### config.mk
export PLATFORM = sky130hd
export DESIGN_NAME = split_unpacker
export DESIGN_NICKNAME = d
export VERILOG_FILES = /design/src/rtl/split_pkg.sv /design/src/rtl/split_slice_mux.sv /design/src/rtl/split_unpacker.sv
export SDC_FILE = /design/constraint.sdc
export NUM_CORES = 1
export LEC_CHECK = 0
export CAP_MARGIN = 25
export CORE_AREA = 4 4 41 43
export CTS_BUF_LIST = sky130_fd_sc_hd__clkbuf_8
export DETAILED_ROUTE_END_ITERATION = 6
export DIE_AREA = 0 0 45 47
export DONT_BUFFER_PORTS = 1
export HOLD_SLACK_MARGIN = 0.1
export PLACE_DENSITY = 0.37
export SKIP_LAST_GASP = 1
export SLEW_MARGIN = 40
export SYNTH_ARGS = -nofsm -noshare
export SYNTH_HDL_FRONTEND = slang
export SYNTH_SLANG_ARGS = --single-unit
### constraint.sdc
create_clock -name clk -period 1.4 [get_ports clk]
set_input_delay 0.07 -clock clk [delete_from_list [all_inputs] [get_ports clk]]
set_output_delay 0.07 -clock clk [all_outputs]
set_load 0.005 [all_outputs]
### src/rtl/split_pkg.sv
// Shared types and helpers for the split_unpacker word-to-field serializer.
package split_pkg;

   typedef enum logic {
      IDLE = 1'b0,
      EMIT = 1'b1
   } state_t;

   // Index counter width: enough bits to count 0..n-1, never narrower than one bit.
   function automatic int unsigned idx_width(input int unsigned n);
      return (n <= 1) ? 32'd1 : 32'($clog2(n));
   endfunction

endpackage

### src/rtl/split_slice_mux.sv
// Field selector: picks the W-bit field presented on beat idx of a packed N-field word.
// Optional macro SPLIT_UNPACKER_LSB_FIRST_EN: beat idx carries field idx (LSB first);
// otherwise beat idx carries field N-1-idx (MSB first).
module split_slice_mux
   import split_pkg::*;
#(
   parameter int unsigned W = 1,
   parameter int unsigned N = 3
) (
   input  logic [N*W-1:0]            word,
   input  logic [idx_width(N)-1:0]   idx,
   output logic [W-1:0]              field
);

   logic [31:0] sel;

   // Map the beat index to the field position in the packed word.
`ifdef SPLIT_UNPACKER_LSB_FIRST_EN
   assign sel = 32'(idx);
`else
   assign sel = N - 32'd1 - 32'(idx);
`endif

   // One-hot style select over all field positions; out-of-range sel yields zero.
   always_comb begin
      field = '0;
      for (int unsigned k = 0; k < N; k++) begin
         if (k == sel) begin
            field = word[k*W +: W];
         end
      end
   end

endmodule

### src/rtl/split_unpacker.sv
// split_unpacker: accepts one packed word of N W-bit fields and emits the fields one per beat
// with valid/ready on both sides. Back-to-back words flow without a bubble because in_ready
// rises combinationally when the last beat of the held word is accepted.
// Optional macro SPLIT_UNPACKER_LSB_FIRST_EN selects LSB-first field order (see split_slice_mux).
module split_unpacker
   import split_pkg::*;
#(
   parameter int unsigned W = 1,
   parameter int unsigned N = 3
) (
   input  logic           clk,
   input  logic           reset,
   input  logic [N*W-1:0] in_data,
   input  logic           in_valid,
   output logic           in_ready,
   output logic [W-1:0]   out_data,
   output logic           out_valid,
   input  logic           out_ready,
   output logic           out_last,
   output logic           busy
);

   localparam int unsigned IW = idx_width(N);
   localparam int unsigned DW = N * W;
   localparam logic [IW-1:0] LAST_IDX = IW'(N - 1);

   state_t          state_q, state_d;
   logic [IW-1:0]   idx_q, idx_d;
   logic [DW-1:0]   word_q, word_d;
   logic            last_beat;
   logic            out_xfer;
   logic            in_xfer;

   assign last_beat = (idx_q == LAST_IDX);
   assign out_valid = (state_q == EMIT);
   assign out_last  = (state_q == EMIT) && last_beat;
   assign busy      = (state_q == EMIT);

   // State, beat index and held word; reset discards any word in flight.
   always_ff @(posedge clk or negedge reset) begin
      if (!reset) begin
         state_q <= IDLE;
         idx_q   <= '0;
         word_q  <= '0;
      end else begin
         state_q <= state_d;
         idx_q   <= idx_d;
         word_q  <= word_d;
      end
   end

   // Next-state, handshake and beat counter.
   always_comb begin
      state_d  = state_q;
      idx_d    = idx_q;
      word_d   = word_q;
      out_xfer = (state_q == EMIT) && out_ready;
      in_ready = (state_q == IDLE) || (out_xfer && last_beat);
      in_xfer  = in_valid && in_ready;

      case (state_q)
         IDLE: begin
            if (in_xfer) begin
               word_d  = in_data;
               idx_d   = '0;
               state_d = EMIT;
            end
         end
         EMIT: begin
            if (out_xfer) begin
               if (last_beat) begin
                  idx_d = '0;
                  if (in_xfer) begin
                     word_d = in_data;
                  end else begin
                     state_d = IDLE;
                  end
               end else begin
                  idx_d = idx_q + IW'(1);
               end
            end
         end
         default: begin
            state_d = IDLE;
            idx_d   = '0;
         end
      endcase
   end

   split_slice_mux #(
      .W (W),
      .N (N)
   ) u_mux (
      .word  (word_q),
      .idx   (idx_q),
      .field (out_data)
   );

endmodule

==> results.yml, run 1 <==
logic_synthesis:
  synthAdderAreaFrac_pct: 0
  yosys.area.top_type: "dfrtp_1"
  synthCells: 23
  synthFlopType: "dfrtp_1"
  yosysWarnings: 0
  synth_seq_cells: 6
  synth_common_cells: "6 x dfrtp_1, 2 x mux2_1, 2 x mux2i_1"
  synth.area.top_cells: "dfrtp_1 47%, mux2_1 7.1%, mux2i_1 6.3%, nand3b_4 6.3%, a21boi_4 5.9%"
  syn-cell-area_um2: 319
  synth_compound_area_share_pct: 13.7
  yosysMostFrequentCell: "dfrtp_1"
  synth_top_family_by_area: "simple AND/OR/NAND/NOR gates"
  synthDistinctLibCells: 16
  synthesis.nets: 30
  muxShareOfSynthArea_pct: 18.0
  synth-edff-count: 0
  yosys.area_share.simple_pct: 18.8
  synth_top_area_share_pct: 47.1
  synth_xor_area_share_pct: 0
  seq_area_frac_synth_pct: 47.1
  synthArstFlopShare_pct: 100
  syn_area_per_cell_um2: 13.9
power_and_ir_drop:
  power.total_mw: 0.839
  leakage_nw: 0.201
  vdd_drop_max_uv: 853
  pwr_density_cell_nw_per_um2: 1960
sta:
  grt_setup_unrepaired: "no"
  clock_skew_ns: 0.00389
  setup_ws_ns: 0.174
  finalCritPeriodShare_pct: 87.6
  fmaxAchievable_mhz: 815
  setup_viol: 0
  worstMarginPinSlew_ns: 0.330
  max-slew-margin-rel_pct: 78.0
  fin_hold_ws_ns: 0.113
  fin_setup_tns_ns: 0
  layout_min_cycle_time_ns: 1.23
  maxSlewViolCount: 0
  hold_viol: 0
worst_setup_path:
  path_cells: "nand3b_4 > a21boi_4 > mux2_1"
  crit_required_ns: 1.50
  r2r_setup_slack_ns: 0.17
  critPathMaxStageDelay_ns: 0.45
  reg2reg_to: "word_q[1]"
  worstSetupEndpointType: "flip-flop"
  path_class: "reg -> reg"
  cp_max_fo: 6
  critPathSlowestCell: "dfrtp_1"
  r2r-start: "idx_q[1]"
  reg2reg_depth: 3
  crit_arrival_ns: 1.32
  cp-start-kind: "flip-flop"
routing:
  dr_total_vias: 206
  via_per_inst: 4.48
  post_drt_wl_per_cell_um: 13.1
  drtIter0Drc: 1
  routed_wl_um: 604
  drt-pass1-iter-count: 2
  drc: 0
  ant_nets: 0
clocking:
  post_cts_resized: 0
  cts_setup_buffers: 0
  htreeDepth: 1
  clk_path_buf_depth: 2
  insertion_delay_ns: 0.22
  tritoncts: "done"
  clk_pin_slew_ns: 0.04
  cts_made_buffers: 3
  holdBufCountCts: 5
  clockRootBuffer: "clkbuf_8"
  clkSinkCount: 6
worst_hold_path:
  hp-class: "in -> reg"
  hold_depth: 3
  whs_endpoint: "busy"
  hp-start: "out_ready"
final_layout:
  syn_to_final_growth_pct: 34.5
  diodes: 0
  fin_nets: 40
  stdcell_count: 46
  drive_gt1_share_pct: 29.0
die:
  coreArea_um2: 1300
  die_h_um: 47
  initial_core_util_pct: 24.5
  rows: 13
  fp.dieArea_um2: 2120
  die_x_um: 45
  pin_count: 12
grt:
  antenna_found_initial: 0
  grt_pass1_wl_um: 931
  grt_max_degree: 8
  grt-ovfl-total: 0
  grtUsageTotal_pct: 6.93
  first_global_vias: 221
place:
  io_buffer_count: 0
  dp.cells: 38
  dpl_worst_slack_ns: 0.162
  gp_congestion: 0.600
run:
  max_cap_viol_count: 0
status:
  status: "completed"
-- per-stage QoR --
step | area, µm² | utilization, %
after floorplan | 319 | -
after global placement | 338 | 26.0
after detailed placement | 338 | 26.0
after CTS | 429 | 33.0
after global routing | 429 | 33.0
final | 429 | 33.0
-- critical path, delay by kind of cell (launching register included) --
family,cells,cell delay (ns)
AOI/OAI and AO/OA,1,0.21
muxes,1,0.33
and+or+nand+nor,1,0.11
DFF,1,0.45
-- area by class of cell --
class / count / area [µm²]
clock buffers: 3 / 41.3
repair buffers: 6 / 57.6
flip-flops and latches: 6 / 150
well taps: 15 / 18.8
fillers: 145 / 872
multi-input cells: 16 / 161
-- flip-flops by register name, indices dropped and copies added (netlist names) --
name and flops:
word_q 3, idx_q 2, busy 1
-- worst max path at each step --
stage | start | to | cells past startpoint
after global routing | idx_q[1] | word_q[1] | 3
final | idx_q[1] | word_q[1] | 3
after global placement | idx_q[1] | word_q[0] | 3
after CTS | idx_q[1] | word_q[1] | 3
after floorplan | idx_q[0] | word_q[0] | 3
after detailed placement | idx_q[1] | word_q[1] | 3
-- report_power, final --
group	total [mW]	switching (mW)	internal [mW]
Sequential	0.317	0.0677	0.249
Clock	0.255	0.0706	0.184
Combinational	0.267	0.0997	0.167
-- cell usage in the layout (no fill, tap or decap) --
master | netlist | final
nand2b_1 | 1 | 1
dfrtp_1 | 6 | 6
mux2_1 | 2 | 2
and2_1 | 1 | 1
o21ai_0 | 1 | 1
a21boi_4 | 1 | 1
nand2_1 | 1 | 1
a32o_1 | 1 | 1
nand3b_1 | 1 | 1
mux2i_1 | 2 | 2
mux2_4 | 1 | 1
buf_4 | 1 | 1
and2b_1 | 1 | 1
dlygate4sd3_1 | 0 | 5
clkbuf_8 | 0 | 3
a22o_2 | 1 | 1
and2b_2 | 1 | 1
nand3b_4 | 1 | 1
-- logic make-up after synthesis --
| logic type | after synthesis |
|---|---|
| compound gates | 4 |
| buf+inv | 1 |
| mux | 5 |
| simple gates | 7 |
| flops | 6 |
-- per-layer routing --
metal	up-vias	part of all wire [%]	routed length (µm)	GRT usage, %
li1	101	-	-	-
met1	98	41	247	6.28
met2	7	50	302	10.7
met3	0	8.9	54	4.98
met4	0	0	0	5.26
met5	-	0	0	0
Power figures use the tool's default switching activity.
==> run 2, diff against run 1 <==
--- a/config.mk
+++ b/config.mk
@@ -12,7 +12,7 @@
 export DIE_AREA = 0 0 45 47
 export DONT_BUFFER_PORTS = 1
 export HOLD_SLACK_MARGIN = 0.1
-export PLACE_DENSITY = 0.37
+export PLACE_DENSITY = 0.34
 export SKIP_LAST_GASP = 1
 export SLEW_MARGIN = 40
 export SYNTH_ARGS = -nofsm -noshare
==> run 2 against run 1 <==
- first-iteration DRC count is 100% lower
- critical endpoint unchanged
- critical path type unchanged
- utilization stayed put
- clock skew is 0.0027 ns lower
- die area stayed put
- critical path depth stayed put
==> results.yml, run 2 (synthesis results as in run 1) <==
power_and_ir_drop:
  sw_frac_of_total_pct: 28.4
  clock_power_share_pct: 30.4
  seq_power_share_pct: 37.6
  p_int_mw: 0.601
  vdd_drop_max_uv: 941
  pwr_density_cell_nw_per_um2: 1960
  combPwrFrac_pct: 32.0
  leakage_nw: 0.201
  switchingPower_mw: 0.239
clocking:
  cts_made_buffers: 3
  clk_path_buf_depth: 2
  insertion_delay_ns: 0.22
  htreeDepth: 1
  tritoncts: "done"
  clk_pin_slew_ns: 0.04
  clockRootBuffer: "clkbuf_8"
  cts_setup_buffers: 0
  post_cts_resized: 0
  clkSinkCount: 6
worst_setup_path:
  crit_required_ns: 1.49
  critPathMaxStageDelay_ns: 0.45
  crit_arrival_ns: 1.33
  r2r-start: "idx_q[1]"
  path_class: "reg -> reg"
  r2r_setup_slack_ns: 0.16
  cp-start-kind: "flip-flop"
  cp_max_fo: 6
  worstSetupEndpointType: "flip-flop"
  reg2reg_to: "word_q[1]"
  path_cells: "nand3b_4 > a21boi_4 > mux2_1"
  reg2reg_depth: 3
  critPathSlowestCell: "dfrtp_1"
grt:
  grt-ovfl-total: 0
  grtUsageTotal_pct: 7.16
  antenna_found_initial: 0
  first_global_vias: 232
  grt_pass1_wl_um: 993
  grt_max_degree: 8
die:
  fp.dieArea_um2: 2120
  initial_core_util_pct: 24.5
  pin_count: 12
  die_x_um: 45
  die_h_um: 47
  rows: 13
  coreArea_um2: 1300
sta:
  finalCritPeriodShare_pct: 88.3
  maxSlewViolCount: 0
  grt_setup_unrepaired: "no"
  setup_viol: 0
  hold_viol: 0
  max-slew-margin-rel_pct: 77.8
  fmaxAchievable_mhz: 809
  layout_min_cycle_time_ns: 1.24
  clock_skew_ns: 0.00117
  worstMarginPinSlew_ns: 0.333
  fin_setup_tns_ns: 0
place:
  dp_hpwl_um: 465
  gp_congestion: 0.642
  dp.cells: 38
  place_area_um2: 338
  io_buffer_count: 0
routing:
  drt-pass1-iter-count: 1
  dr_total_vias: 199
  ant_nets: 0
  post_drt_wl_per_cell_um: 13.6
  routed_wl_um: 626
  via_per_inst: 4.33
  drc: 0
  drtIter0Drc: 0
run:
  max_cap_viol_count: 0
final_layout:
  mostFrequentLayoutCells: "6 x dfrtp_1, 5 x dlygate4sd3_1, 3 x clkbuf_8, 2 x mux2i_1, 2 x mux2_1"
  top_register: "word_q"
  drive_gt1_share_pct: 29.0
  seq_area_um2: 150
  fin_nets: 40
  diodes: 0
  syn_to_final_growth_pct: 34.5
  final_area_um2: 429
  fill_cells: 141
  final_common_cell: "dfrtp_1"
  stdcell_count: 46
  largest_reg_flops: 3
  multiInputGateArea_um2: 161
  finish.utilization_pct: 33.0
worst_hold_path:
  hp-class: "in -> reg"
  hp-start: "out_ready"
  whs_endpoint: "busy"
  hold_depth: 3
status:
  status: "completed"
## run 2: cell counts in the layout (fill, tap and decap cells not counted)
No cell type changed its count.
## run 2: layout make-up
| cell class | count | area share, % |
|---|---|---|
| tap | 15 | 4.37 |
| clock buffer | 3 | 9.62 |
| multi-input combinational | 16 | 37.6 |
| timing repair buffer | 6 | 13.4 |
| sequential | 6 | 35.0 |
## run 2: per-layer routing
layer,track usage [%],vias up,wire (µm)
met5,0,-,0
met1,8.35,84,293
met3,7.28,0,86
met2,9.04,13,247
met4,1.75,0,0
li1,-,102,-
## run 2: worst max-delay path by stage
| stage | from | slack (ns) | to |
|---|---|---|---|
| 5_1_grt | idx_q[1] | 0.11 | word_q[0] |
| 3_3_place_gp | idx_q[1] | 0.17 | word_q[1] |
| 4_1_cts | idx_q[1] | 0.16 | word_q[0] |
| 2_1_floorplan | idx_q[0] | 0.19 | word_q[0] |
| 3_5_place_dp | idx_q[1] | 0.16 | word_q[1] |
| 6_report | idx_q[1] | 0.16 | word_q[1] |
## run 2: critical path: cells and delay by family, from the launching register on
kind	cells	cell delay (ns)
AOI/OAI and AO/OA	1	0.21
DFF	1	0.45
muxes	1	0.34
and+or+nand+nor	1	0.11
## run 2: repair_timing
action,4_1_cts,5_1_grt
hold buffers,5,0
endpoints found under the hold margin,10,0
setup endpoints to repair,0,0
## run 2: per-stage QoR
stage / hold WS [ns] / total power, mW / worst slack (ns)
2_1_floorplan: -0.226 / 0.516 / 0.188
3_3_place_gp: -0.225 / 0.571 / 0.174
3_5_place_dp: -0.225 / 0.576 / 0.165
4_1_cts: 0.130 / 0.853 / 0.155
5_1_grt: 0.136 / 0.905 / 0.110
6_report: 0.124 / 0.840 / 0.164
## run 2: power by group through the flow
| stage | combinational (mW) | sequential [mW] | clock, mW |
|---|---|---|---|
| after CTS | 0.275 | 0.317 | 0.261 |
| final | 0.269 | 0.315 | 0.256 |
| after global placement | 0.255 | 0.317 | 0 |
| after global routing | 0.297 | 0.331 | 0.277 |
| after detailed placement | 0.257 | 0.319 | 0 |
| after floorplan | 0.205 | 0.311 | 0 |
